File: config.mk
export PLATFORM = sky130hd
export DESIGN_NAME = switch_operand_loader
export DESIGN_NICKNAME = d
export VERILOG_FILES = /design/src/rtl/switch_pkg.sv /design/src/rtl/pair_fifo.sv /design/src/rtl/switch_operand_loader.sv
export SDC_FILE = /design/constraint.sdc
export NUM_CORES = 1
export LEC_CHECK = 0
export ABC_AREA = 1
export CAP_MARGIN = 20
export CORE_UTILIZATION = 30
export CTS_BUF_LIST = sky130_fd_sc_hd__clkbuf_16
export DETAILED_ROUTE_END_ITERATION = 8
export PLACE_DENSITY_LB_ADDON = 0.25
export SYNTH_ARGS = -nofsm -noshare
export SYNTH_HDL_FRONTEND = slang
export SYNTH_SLANG_ARGS = --single-unit
File: constraint.sdc
create_clock -name clk -period 1.8 [get_ports clk]
set_clock_uncertainty 0.1 [all_clocks]
set_input_delay 0.36 -clock clk [delete_from_list [all_inputs] [get_ports clk]]
set_output_delay 0.36 -clock clk [all_outputs]
set_load 0.03 [all_outputs]
File: src/rtl/switch_pkg.sv
// Shared types and constants for the sign-select switch operand path.
package switch_pkg;

    localparam int WORD_W   = 6;
    localparam int SIGN_BIT = WORD_W - 1;

    typedef logic [WORD_W-1:0] operand_t;

    typedef struct packed {
        operand_t x;
        operand_t y;
    } pair_t;

    typedef enum logic {
        S_X,
        S_Y
    } loader_state_t;

endpackage

File: src/rtl/pair_fifo.sv
// Show-ahead FIFO of operand pairs with synchronous flush and occupancy level.
module pair_fifo
    import switch_pkg::*;
#(
    parameter int DEPTH = 4
) (
    input  logic                     clk,
    input  logic                     rst_n,
    input  logic                     push_i,
    input  logic                     pop_i,
    input  logic                     flush_i,
    input  pair_t                    wdata_i,
    output pair_t                    rdata_o,
    output logic                     full_o,
    output logic                     empty_o,
    output logic [$clog2(DEPTH):0]   level_o
);

    localparam int PTR_W = $clog2(DEPTH);
    localparam int LVL_W = PTR_W + 1;

    pair_t             mem_q [DEPTH];
    logic [PTR_W-1:0]  wr_ptr_q, rd_ptr_q;
    logic [LVL_W-1:0]  cnt_q;
    logic              do_push, do_pop;

    // Full/empty come from the registered count so the write side never sees the read side combinationally.
    assign full_o  = (cnt_q == LVL_W'(DEPTH));
    assign empty_o = (cnt_q == '0);
    assign level_o = cnt_q;
    assign rdata_o = mem_q[rd_ptr_q];

    assign do_push = push_i & ~full_o & ~flush_i;
    assign do_pop  = pop_i & ~empty_o & ~flush_i;

    // Pointer and occupancy bookkeeping; flush empties the FIFO ahead of any push or pop.
    always_ff @(posedge clk or negedge rst_n) begin
        if (!rst_n) begin
            wr_ptr_q <= '0;
            rd_ptr_q <= '0;
            cnt_q    <= '0;
        end else if (flush_i) begin
            wr_ptr_q <= '0;
            rd_ptr_q <= '0;
            cnt_q    <= '0;
        end else begin
            if (do_push) wr_ptr_q <= wr_ptr_q + PTR_W'(1);
            if (do_pop)  rd_ptr_q <= rd_ptr_q + PTR_W'(1);
            case ({do_push, do_pop})
                2'b10:   cnt_q <= cnt_q + LVL_W'(1);
                2'b01:   cnt_q <= cnt_q - LVL_W'(1);
                default: cnt_q <= cnt_q;
            endcase
        end
    end

    // Pair storage write port.
    // NOTE: storage has no reset; entries are only read once the count says they were written.
    always_ff @(posedge clk) begin
        if (do_push) mem_q[wr_ptr_q] <= wdata_i;
    end

endmodule

File: src/rtl/switch_operand_loader.sv
// Pairs an input word stream into (x, y) operands and presents them to the switch.
module switch_operand_loader
    import switch_pkg::*;
#(
    parameter int DEPTH = 4,
    parameter int CNT_W = 8
) (
    input  logic                   clk,
    input  logic                   rst_n,
    input  logic                   in_valid,
    input  logic [WORD_W-1:0]      in_data,
    output logic                   in_ready,
    input  logic                   flush,
    input  logic                   out_ready,
    output logic                   out_valid,
    output logic [WORD_W-1:0]      x,
    output logic [WORD_W-1:0]      y,
    output logic                   sign_match,
    output logic [$clog2(DEPTH):0] level,
    output logic [CNT_W-1:0]       pair_count
);

    loader_state_t    state_q, state_d;
    operand_t         x_hold_q, x_hold_d;
    logic [CNT_W-1:0] pair_count_q;
    logic             push, pop;
    logic             fifo_full, fifo_empty;
    pair_t            head;

    pair_fifo #(.DEPTH(DEPTH)) u_fifo (
        .clk     (clk),
        .rst_n   (rst_n),
        .push_i  (push),
        .pop_i   (pop),
        .flush_i (flush),
        .wdata_i ('{x: x_hold_q, y: in_data}),
        .rdata_o (head),
        .full_o  (fifo_full),
        .empty_o (fifo_empty),
        .level_o (level)
    );

    // State, held first operand and delivered-pair counter.
    always_ff @(posedge clk or negedge rst_n) begin
        if (!rst_n) begin
            state_q      <= S_X;
            x_hold_q     <= '0;
            pair_count_q <= '0;
        end else begin
            // NOTE: sequential state uses non-blocking assignments so every register samples pre-edge values.
            state_q  <= state_d;
            x_hold_q <= x_hold_d;
            if (pop) pair_count_q <= pair_count_q + CNT_W'(1);
        end
    end

    // Pairing FSM: first accepted word is held as x, second is pushed with it as y.
    always_comb begin
        // NOTE: every output of this block gets a default first so no latch is inferred.
        state_d  = state_q;
        x_hold_d = x_hold_q;
        in_ready = 1'b1;
        push     = 1'b0;
        case (state_q)
            S_X: begin
                if (in_valid) begin
                    x_hold_d = in_data;
                    state_d  = S_Y;
                end
            end
            S_Y: begin
                in_ready = ~fifo_full;
                if (in_valid && !fifo_full) begin
                    push    = 1'b1;
                    state_d = S_X;
                end
            end
            default: state_d = S_X;
        endcase
        if (flush) begin
            state_d  = S_X;
            x_hold_d = '0;
            push     = 1'b0;
        end
    end

    assign pop        = ~fifo_empty & out_ready & ~flush;
    assign out_valid  = ~fifo_empty;
    assign x          = fifo_empty ? '0 : head.x;
    assign y          = fifo_empty ? '0 : head.y;
    assign sign_match = out_valid & (x[SIGN_BIT] == y[SIGN_BIT]);
    assign pair_count = pair_count_q;

endmodule

---- Yosys cells after proc, flatten, opt, wreduce, memory -nomap -nowiden ----
Memories as Yosys holds them, arrays and structs flattened.
Cells that the tools add are included.
word-level totals
  bits in latches ......................... 0
  memory bits (writable) .................. 48
  bits in registers ....................... 22
  output and inout bits ................... 26
  memories kept ........................... 1
  logic and storage cells ................. 57
  bits in read-only memories .............. 0
memory list
  name          words  bits a word  read ports  clocked after memory_dff  wr ports  RTL line         RTL
  u_fifo.mem_q  4      12           1           0                         1         pair_fifo.sv:22  pair_t mem_q [DEPTH];
operators by class
  shift operators ......................... 0
  $mul .................................... 0
  divide/modulo/power cells ............... 0
  reduce and logical (&&, ||, !) cells .... 8
  equality and inequality tests ........... 5
  add/subtract/negate cells ............... 5
  $lt $le $gt $ge ......................... 0
  bitwise gates (word level) .............. 11
  multiplexer cells ....................... 21
operator list
  operator                                                            number
  6-bit 2-to-1 mux                                                    5
  1-bit 2-to-1 mux                                                    9
  8-bit by 1-bit adder with 8-bit output, second input constant       1
  2-bit 2-to-1 mux                                                    4
  1-bit bitwise AND                                                   7
  3-bit case mux with 2 select lines                                  1
  2-bit nonzero test                                                  3
  2-bit by 1-bit adder with 2-bit output, second input constant       2
  1-bit NOT                                                           4
  3-bit by 1-bit adder with 3-bit output, second input constant       1
  3-bit == test, second input constant                                1
  3-bit zero test                                                     1
  3-bit 2-to-1 mux                                                    1
  3-bit nonzero test                                                  1
  3-bit by 1-bit subtractor with 3-bit output, second input constant  1
  2-bit by 1-bit == test with 1-bit output, second input constant     1
  2-bit == test, second input constant                                1
  2-bit inequality test, second input constant                        1
  1-bit case mux with 2 select lines                                  1
  2-bit AND reduction                                                 1
  1-bit == test                                                       1
  1-bit logical AND                                                   1
  1-bit zero test                                                     1

---- Depth between registers and ports, before layout ----
Gate-level depths: netlist of the first run.
  depth after elaboration ................. 11
  depth in mapped cells ................... 13
  gate-level depth less buffers ........... 13

---- Hierarchy ----
From an unflattened synthesis of the first run, not the netlist that was laid out.
second synthesis, totals
  cell total of the unflattened synthesis .. 298
  area total of the unflattened synthesis .. 3108.0 um^2
by module, submodules not included
  module                 seq. area each (um^2)  cells an instance  times used  area each (um^2)
  pair_fifo              1616.6                 182                1           2264.7
  switch_operand_loader  375.4                  116                1           843.3

---- Least setup slack after synthesis of the first run ----
Ideal clock, no wire load.
  path kind ............................... register -> register
  start point ............................. register u_fifo.cnt_q[1] (netlist: u_fifo.level_o[1])
  end point ............................... register u_fifo.cnt_q[2] (netlist: u_fifo.level_o[2])
  stages on the path, launching flop included .. 14
  clock period less this slack ............ 2.167 ns
  arrival ................................. 1.949 ns
  data required time ...................... 1.582 ns
  slack ................................... -0.367 ns
  buffers on the path ..................... 0
  path through ............................ dfrtp_1 -> nor2_4 -> nand2_4 -> nand2_4 -> nor2_8 -> nand2_4 -> inv_1 -> fa_1 -> xnor2_1 -> inv_1 -> nand2_1 -> nand2_1 -> nand2_1 -> nand2_1
RTL lines
  what                                                                       RTL line                     RTL
  from (decl)                                                                pair_fifo.sv:24              logic [LVL_W-1:0] cnt_q;
  from (signal assigned)                                                     pair_fifo.sv:50              2'b10: cnt_q <= cnt_q + LVL_W'(1);
  from (signal assigned)                                                     pair_fifo.sv:51              2'b01: cnt_q <= cnt_q - LVL_W'(1);
  from (signal assigned)                                                     pair_fifo.sv:52              default: cnt_q <= cnt_q;
  3-bit zero test *                                                          pair_fifo.sv:29              assign empty_o = (cnt_q == '0);
  1-bit NOT *                                                                -
  named net out_valid                                                        switch_operand_loader.sv:15  output logic out_valid,
  1-bit bitwise AND (2 in series)                                            switch_operand_loader.sv:87  assign pop = ~fifo_empty & out_ready & ~flush;
  1-bit bitwise AND * (2 in series)                                          pair_fifo.sv:34              assign do_pop = pop_i & ~empty_o & ~flush_i;
  2-bit by 1-bit == test with 1-bit output or 2-bit == test (tied branches)  pair_fifo.sv:49              case ({do_push, do_pop})
  3-bit case mux with 2 select lines                                         pair_fifo.sv:49
  3-bit 2-to-1 mux                                                           pair_fifo.sv:42              end else if (flush_i) begin
Mark *: on every way through the listed nets, which the timed path passes. The rest lies on a longest branch.
A chain may end at the register's enable or synchronous reset.

---- Worst setup path in the final report of the first run ----
  start point ............................. register u_fifo.rd_ptr_q[0]
  end point ............................... output x[3]
on the way
  word-level cells in the longest chain between the ends .. 2
ends and longest elaborated chain
  what                    RTL line                     RTL
  from (decl)             pair_fifo.sv:23              logic [PTR_W-1:0] wr_ptr_q, rd_ptr_q;
  from (signal assigned)  pair_fifo.sv:48              if (do_pop) rd_ptr_q <= rd_ptr_q + PTR_W'(1);
  memory read 4 x 12 bit  -
  6-bit 2-to-1 mux        switch_operand_loader.sv:89  assign x = fifo_empty ? '0 : head.x;
  to (decl)               switch_operand_loader.sv:16  output logic [WORD_W-1:0] x,
Every way passes these cells.

==> results.sh, run 1 <==
export IMPL_drc=0
export IMPL_grt_busiest_layer="met2"
export IMPL_hold_path_class="input pin to async pin"
export IMPL_period_needed_ns=2.03
export IMPL_cp_max_fo=8
export IMPL_status="finished, violations left"
export IMPL_syn_area_per_cell_um2=10.7
export IMPL_worst_pin_slew_ns=0.314
export IMPL_rsz0062_at_grt="yes"
export IMPL_ir_drop_mv=0.446
export IMPL_netlist_top_cell_by_area="edfxtp_1"
export IMPL_antenna_found_initial=0
export IMPL_dieArea_um2=10800
export IMPL_fin_nets=384
export IMPL_clkLatencyLatePin_ns=0.33
export IMPL_final_max_slew_viol_count=0
export IMPL_grt_ovfl_total=0
export IMPL_gr_usage_met2=0.232
export IMPL_io_pin_count=37
export IMPL_violations="negative setup slack"
export IMPL_cts_tree="done"
export IMPL_cts_buffers=9
export IMPL_reg2reg_to="u_fifo.level_o[2]$_DFFE_PN0P_"
export IMPL_place_congestion=0.720
export IMPL_fin_area_um2=4530
export IMPL_slowest_stage="dfrtp_1"
export IMPL_syn_inst=290
export IMPL_gr_usage_met3=0.0351
export IMPL_synthMuxAreaShare=0
export IMPL_cts_hold_buf=0
export IMPL_critical_path_max_stage_delay_ns=0.40
export IMPL_synth_seq_area_share=0.640
export IMPL_ys_types=27
export IMPL_synth_compound_area_share=0.0880
export IMPL_hold_viol_final=0
export IMPL_yosysTopAreaCellShare=0.463
export IMPL_p_per_area_nw_per_um2=931
export IMPL_routed_wirelength_um=6860
export IMPL_worstPathCellList="buf_6 -> clkbuf_16 -> nor2_4 -> nor2_2 -> o21ai_2 -> a21oi_4 -> buf_6"
export IMPL_num_antenna_cells=0
export IMPL_drv_cap=0
export IMPL_rows=36
export IMPL_r2r_cells=13
export IMPL_synth_nets=307
export IMPL_area_growth_synth_to_final_pct=45.7
export IMPL_placed_area_um2=4000
export IMPL_ys_ff_latch=70
export IMPL_htree_levels=3
export IMPL_die_h_um=104
export IMPL_fp_dieW_um=104
export IMPL_crit_required_ns=1.34
export IMPL_grt_pass1_vias=2322
export IMPL_dr_pass1_iters=4
export IMPL_start_util=0.314
export IMPL_cts_buffer_depth=2
export IMPL_io_buffers=36
export IMPL_root_buffer="clkbuf_16"
export IMPL_layout_common_cells="edfxtp_1, nor2_1, buf_4, nand2_1, inv_1"
export IMPL_max_freq_mhz=492
export IMPL_coreArea_um2=9910
export IMPL_p_leak_nw=1.84
export IMPL_relSlewSlack=0.791
export IMPL_grt_pass1_wl_um=11400
export IMPL_cp_common_cell="buf_6"
export IMPL_yosysWarningCount=0
export IMPL_setup_viol=14
export IMPL_drt_iter0_markers=63
export IMPL_finalWorstSetupSlack_ns=-0.233
export IMPL_period_share=1.13
export IMPL_instances_no_fill=505
export IMPL_placed_cells=484
export IMPL_hold_slack_ns=0.285
export IMPL_clk_pin_slew_ns=0.06
export IMPL_critPathLaunchType="flip-flop"
export IMPL_avgViaCountPerCell=4.47
export IMPL_arrival_ns=1.57
export IMPL_synth_adder_area_share=0.0265
export IMPL_r2r_start="u_fifo.level_o[1]$_DFFE_PN0P_"
export IMPL_grt_max_degree=23
export IMPL_rrSetupSlack_ns=-0.03
export IMPL_preCtsSetupSlack_ns=-0.443
export IMPL_hpwl_um=4590
export IMPL_cts_num_sinks=70
export IMPL_yosys_area_share_simple=0.166
export IMPL_critPathKind="flip-flop to output port"
export IMPL_vias=2257
export IMPL_synthTopCellsByArea="edfxtp_1, dfrtp_1, nor2_1, o21ai_0, nand2_1"
export IMPL_critPathCaptureType="output port"
export IMPL_ant_nets=0
export IMPL_synth_xor_area_frac=0.0225
export IMPL_syn_cell_area_um2=3110
export IMPL_nFillCells=928
export IMPL_grt_total_usage=0.138
export IMPL_drive_above_1_share=0.368
export IMPL_avgRoutedWirePerCell_um=13.6
export IMPL_layout_commonest_cell="edfxtp_1"
export IMPL_met1_usage=0.167
export IMPL_synth_top_family_by_area="simple AND/OR/NAND/NOR gates"
==> worst max-delay path: cells and delay by family (launching register included) <==
kind	cells	cell delay (ns)
flops	1	0.40
buf+inv	3	0.47
simple gates	2	0.14
compound gates	2	0.23
==> cells in the mapped netlist <==
| master | count |
|---|---|
| a21oi_1 | 17 |
| a21oi_2 | 1 |
| buf_12 | 1 |
| buf_2 | 5 |
| clkbuf_1 | 5 |
| dfrtp_1 | 22 |
| edfxtp_1 | 48 |
| fa_1 | 1 |
| ha_1 | 5 |
| inv_1 | 27 |
| inv_2 | 1 |
| inv_6 | 1 |
| nand2_1 | 29 |
| nand2_2 | 2 |
| nand2_4 | 3 |
| nand3_1 | 15 |
| nand3_2 | 1 |
| nand3_4 | 1 |
| nand4_1 | 1 |
| nor2_1 | 56 |
| nor2_2 | 1 |
| nor2_4 | 1 |
| nor2_8 | 1 |
| nor3_1 | 1 |
| o21ai_0 | 36 |
| xnor2_1 | 3 |
| xor2_1 | 5 |
==> worst max-delay path by stage <==
stage / to / start / slack, ns / cells past startpoint
6_report: x[3] / u_fifo.rd_ptr_q[0]$_DFFE_PN0P_ / -0.23 / 7
5_1_grt: x[1] / u_fifo.rd_ptr_q[0]$_DFFE_PN0P_ / -0.33 / 7
4_1_cts: sign_match / u_fifo.rd_ptr_q[0]$_DFFE_PN0P_ / -0.23 / 8
3_5_place_dp: u_fifo.level_o[2]$_DFFE_PN0P_ / flush / -0.44 / 12
3_3_place_gp: u_fifo.level_o[2]$_DFFE_PN0P_ / flush / -0.42 / 12
2_1_floorplan: u_fifo.level_o[2]$_DFFE_PN0P_ / u_fifo.level_o[0]$_DFFE_PN0P_ / -0.25 / 13
==> stage by stage <==
step | power, W | util | setup TNS, ns
CTS | 0.00426 | 0.448 | -2.59
global placement | 0.00248 | 0.404 | -11.56
finish | 0.00422 | 0.458 | -2.48
global route | 0.00438 | 0.458 | -3.64
floorplan | 0.00222 | - | -2.92
detailed placement | 0.00248 | 0.404 | -12.53
==> area by class of cell <==
class	count	area, um2	area share
multi-input cells	180	1190	0.262
well taps	133	166	0.0367
inverters	29	121	0.0268
clock buffers	9	225	0.0497
clock inverters	7	72.6	0.0160
repair buffers	77	762	0.168
flip-flops and latches	70	2000	0.440
==> metal layers <==
metal  part of all wire  routed length (um)
met5                  0                   0
met4              0.018                 125
met3              0.030                 206
met2               0.50                3400
met1               0.46                3130
==> where the power goes <==
group          switching, W  total, W  internal (W)
Sequential        0.0000758   0.00188       0.00180
Combinational      0.000351  0.000580      0.000229
Clock              0.000688   0.00176       0.00108
Total               0.00111   0.00422       0.00311
==> kinds of logic (layout without fill, tap and decap cells) <==
family,count (synthesis),in the layout
DFF,70,70
buffers and inverters,40,122
AOI/OAI and AO/OA,54,54
and+or+nand+nor,112,112
xor gates and xnor gates,8,8
adders and majority gates,6,6
==> flip-flops by register name (all words and copies together) (netlist names) <==
name             count
u_fifo.wr_ptr_q      2
u_fifo.rd_ptr_q      2
x_hold_q             6
u_fifo.level_o       3
pair_count           8
state_q              1
u_fifo.mem_q        48
==> repair_timing <==
| item | CTS | global route |
|---|---|---|
| gates cloned | 1 | 1 |
| endpoints found under the setup margin | 27 | 15 |
| setup buffers | 3 | 0 |
| gates resized for setup | 78 | 27 |
| pin swaps | 13 | 8 |
Power figures use the tool's default switching activity.
==> run 2, diff against run 1 <==
--- a/config.mk
+++ b/config.mk
@@ -8,3 +8,5 @@
 export ABC_AREA = 1
+export ABC_CLOCK_PERIOD_IN_PS = 1800
 export CAP_MARGIN = 20
+export CORE_ASPECT_RATIO = 0.75
 export CORE_UTILIZATION = 30
==> constraint.sdc (replaced) <==
create_clock -name clk -period 1.8 [get_ports clk]
set_clock_uncertainty 0.1 [all_clocks]
set_input_delay 0.27 -clock clk [delete_from_list [all_inputs] [get_ports clk]]
set_output_delay 0.27 -clock clk [all_outputs]
set_load 0.03 [all_outputs]
==> run 2 against run 1 <==
  * Highest routed layer unchanged
  * Via count decreased by 1.2%
  * Cell count decreased by 0.40%
  * Sequential cell count unchanged
  * Critical endpoint is now sign_match
  * The run still ends with negative setup slack left
  * Fmax increased by 5.5%
  * Worst setup slack improved by 0.11 ns
==> results.sh, run 2 (synthesis gave the netlist of run 1 again) <==
export IMPL_arrival_ns=1.56
export IMPL_htree_levels=3
export IMPL_cp_common_cell="nand2_1"
export IMPL_start_util=0.316
export IMPL_clkPwrFrac=0.435
export IMPL_dr_pass1_iters=4
export IMPL_die_h_um=90.2
export IMPL_grt_pass1_vias=2235
export IMPL_hold_path_class="input pin to async pin"
export IMPL_worst_pin_slew_ns=0.315
export IMPL_seqCellArea_um2=2000
export IMPL_cts_buffers=9
export IMPL_hold_viol_final=0
export IMPL_io_buffers=36
export IMPL_layout_common_cells="nor2_1, edfxtp_1, buf_4, nand2_1, inv_1"
export IMPL_power_internal_w=0.00325
export IMPL_setup_viol=14
export IMPL_io_pin_count=37
export IMPL_cts_buffer_depth=2
export IMPL_slowest_stage="dfrtp_2"
export IMPL_routed_wirelength_um=7000
export IMPL_swShare=0.251
export IMPL_fp_dieW_um=120
export IMPL_combPwrFrac=0.132
export IMPL_p_per_area_nw_per_um2=969
export IMPL_drv_cap=0
export IMPL_critical_path_max_stage_delay_ns=0.46
export IMPL_area_growth_synth_to_final_pct=43.9
export IMPL_cts_hold_buf=0
export IMPL_fin_area_um2=4480
export IMPL_final_max_slew_viol_count=0
export IMPL_clk_pin_slew_ns=0.06
export IMPL_drt_iter0_markers=95
export IMPL_power_frac_seq=0.433
export IMPL_worstPathCellList="buf_8 -> nand2_4 -> o21ai_4 -> a21oi_2 -> nand2_1 -> nand2_1 -> nor2_1 -> buf_4"
export IMPL_crit_required_ns=1.43
export IMPL_crit_family="flip-flops"
export IMPL_grt_max_degree=23
export IMPL_ant_nets=0
export IMPL_period_needed_ns=1.93
export IMPL_status="finished, violations left"
export IMPL_clkLatencyLatePin_ns=0.32
export IMPL_largest_reg_flops=48
export IMPL_preCtsSetupSlack_ns=-0.403
export IMPL_period_share=1.07
export IMPL_grt_ovfl_total=0
export IMPL_coreArea_um2=9850
export IMPL_cp_max_fo=8
export IMPL_p_sw_w=0.00109
export IMPL_grt_pass1_wl_um=11600
export IMPL_antenna_found_initial=0
export IMPL_finalWorstSetupSlack_ns=-0.126
export IMPL_root_buffer="clkbuf_16"
export IMPL_grt_total_usage=0.142
export IMPL_drive_above_1_share=0.315
export IMPL_critPathLaunchType="flip-flop"
export IMPL_regMostFlops="u_fifo.mem_q"
export IMPL_p_leak_nw=1.86
export IMPL_avgViaCountPerCell=4.43
export IMPL_cts_tree="done"
export IMPL_place_congestion=0.733
export IMPL_relSlewSlack=0.790
export IMPL_fin_nets=383
export IMPL_critPathCaptureType="output port"
export IMPL_avgRoutedWirePerCell_um=13.9
export IMPL_critPathKind="flip-flop to output port"
export IMPL_layout_commonest_cell="nor2_1"
export IMPL_rsz0062_at_grt="yes"
export IMPL_critPathBufInv=2
export IMPL_placed_area_um2=3890
export IMPL_max_freq_mhz=519
export IMPL_dieArea_um2=10800
export IMPL_drc=0
export IMPL_ir_drop_mv=0.548
export IMPL_rows=31
export IMPL_num_antenna_cells=0
export IMPL_vias=2230
export IMPL_nFillCells=915
export IMPL_hpwl_um=4510
export IMPL_violations="negative setup slack"
export IMPL_cts_num_sinks=70
export IMPL_multi_input_area_um2=1090
run 2: path summary, 6_finish.rpt:
kind | slack (ns) | startpoint | endpoint | depth (start not counted)
worst min register to register | 0.42 | x_hold_q[1]$_DFFE_PN0P_ | u_fifo.mem_q[3][7]$_DFFE_PP_ | 0
worst max-delay path | -0.13 | u_fifo.rd_ptr_q[0]$_DFFE_PN0P_ | sign_match | 8
max in group asynchronous | 1.14 | rst_n | u_fifo.rd_ptr_q[0]$_DFFE_PN0P_ | 2
min in group clk | 0.42 | x_hold_q[1]$_DFFE_PN0P_ | u_fifo.mem_q[3][7]$_DFFE_PP_ | 0
worst max register to register | -0.05 | u_fifo.level_o[1]$_DFFE_PN0P_ | u_fifo.level_o[2]$_DFFE_PN0P_ | 13
worst min-delay path | 0.20 | rst_n | pair_count[4]$_DFFE_PN0N_ | 2
run 2: power groups by stage:
stage / Clock, W / Combinational [W] / Sequential, W
after floorplan: 0 / 0.000208 / 0.00199
after detailed placement: 0 / 0.000550 / 0.00191
after global routing: 0.00199 / 0.000625 / 0.00190
after global placement: 0 / 0.000547 / 0.00191
after CTS: 0.00192 / 0.000571 / 0.00188
final: 0.00189 / 0.000572 / 0.00188
run 2: routing by layer:
layer,up-vias,wire length (um),global-route usage
li1,1125,-,-
met1,1070,3520,0.193
met2,28,3200,0.219
met3,7,203,0.0419
met4,0,76,0.0427
met5,-,0,0
run 2: cell type report:
class	count	share of cell area
Sequential cell	70	0.446
Multi-Input combinational cell	180	0.244
Timing Repair Buffer	76	0.174
Clock buffer	9	0.0503
Tap cell	132	0.0369
Inverter	29	0.0277
Clock inverter	7	0.0215
run 2: worst reg2reg max path, cell delays in order (launching register included):
cell and delay, ns:
dfrtp_2 0.42, nor2_4 0.15, nand2_4 0.07, nand2_4 0.08, nor2_8 0.04, nand2_4 0.05, inv_2 0.03, fa_2 0.34
xnor2_2 0.18, inv_1 0.06, nand2_1 0.06, nand2_1 0.04, nand2_1 0.06, nand2_1 0.04
run 2: per-stage QoR:
step | hold slack, ns | instances | utilization | power [W] | setup TNS (ns)
global route | 0.240 | 503 | 0.455 | 0.00451 | -2.35
CTS | 0.209 | 499 | 0.446 | 0.00438 | -1.17
detailed placement | 0.411 | 478 | 0.395 | 0.00246 | -9.65
global placement | 0.402 | 478 | 0.395 | 0.00245 | -6.65
floorplan | -0.126 | 290 | - | 0.00220 | -2.79
finish | 0.201 | 503 | 0.455 | 0.00434 | -1.18
run 2: repair_timing:
action / 4_1_cts / 5_1_grt
setup buffers: 4 / 4
resized for setup: 69 / 15
setup endpoints to repair: 25 / 16
gates cloned: 1 / 0
pin swaps: 7 / 5
hold endpoints to repair: 0 / 0
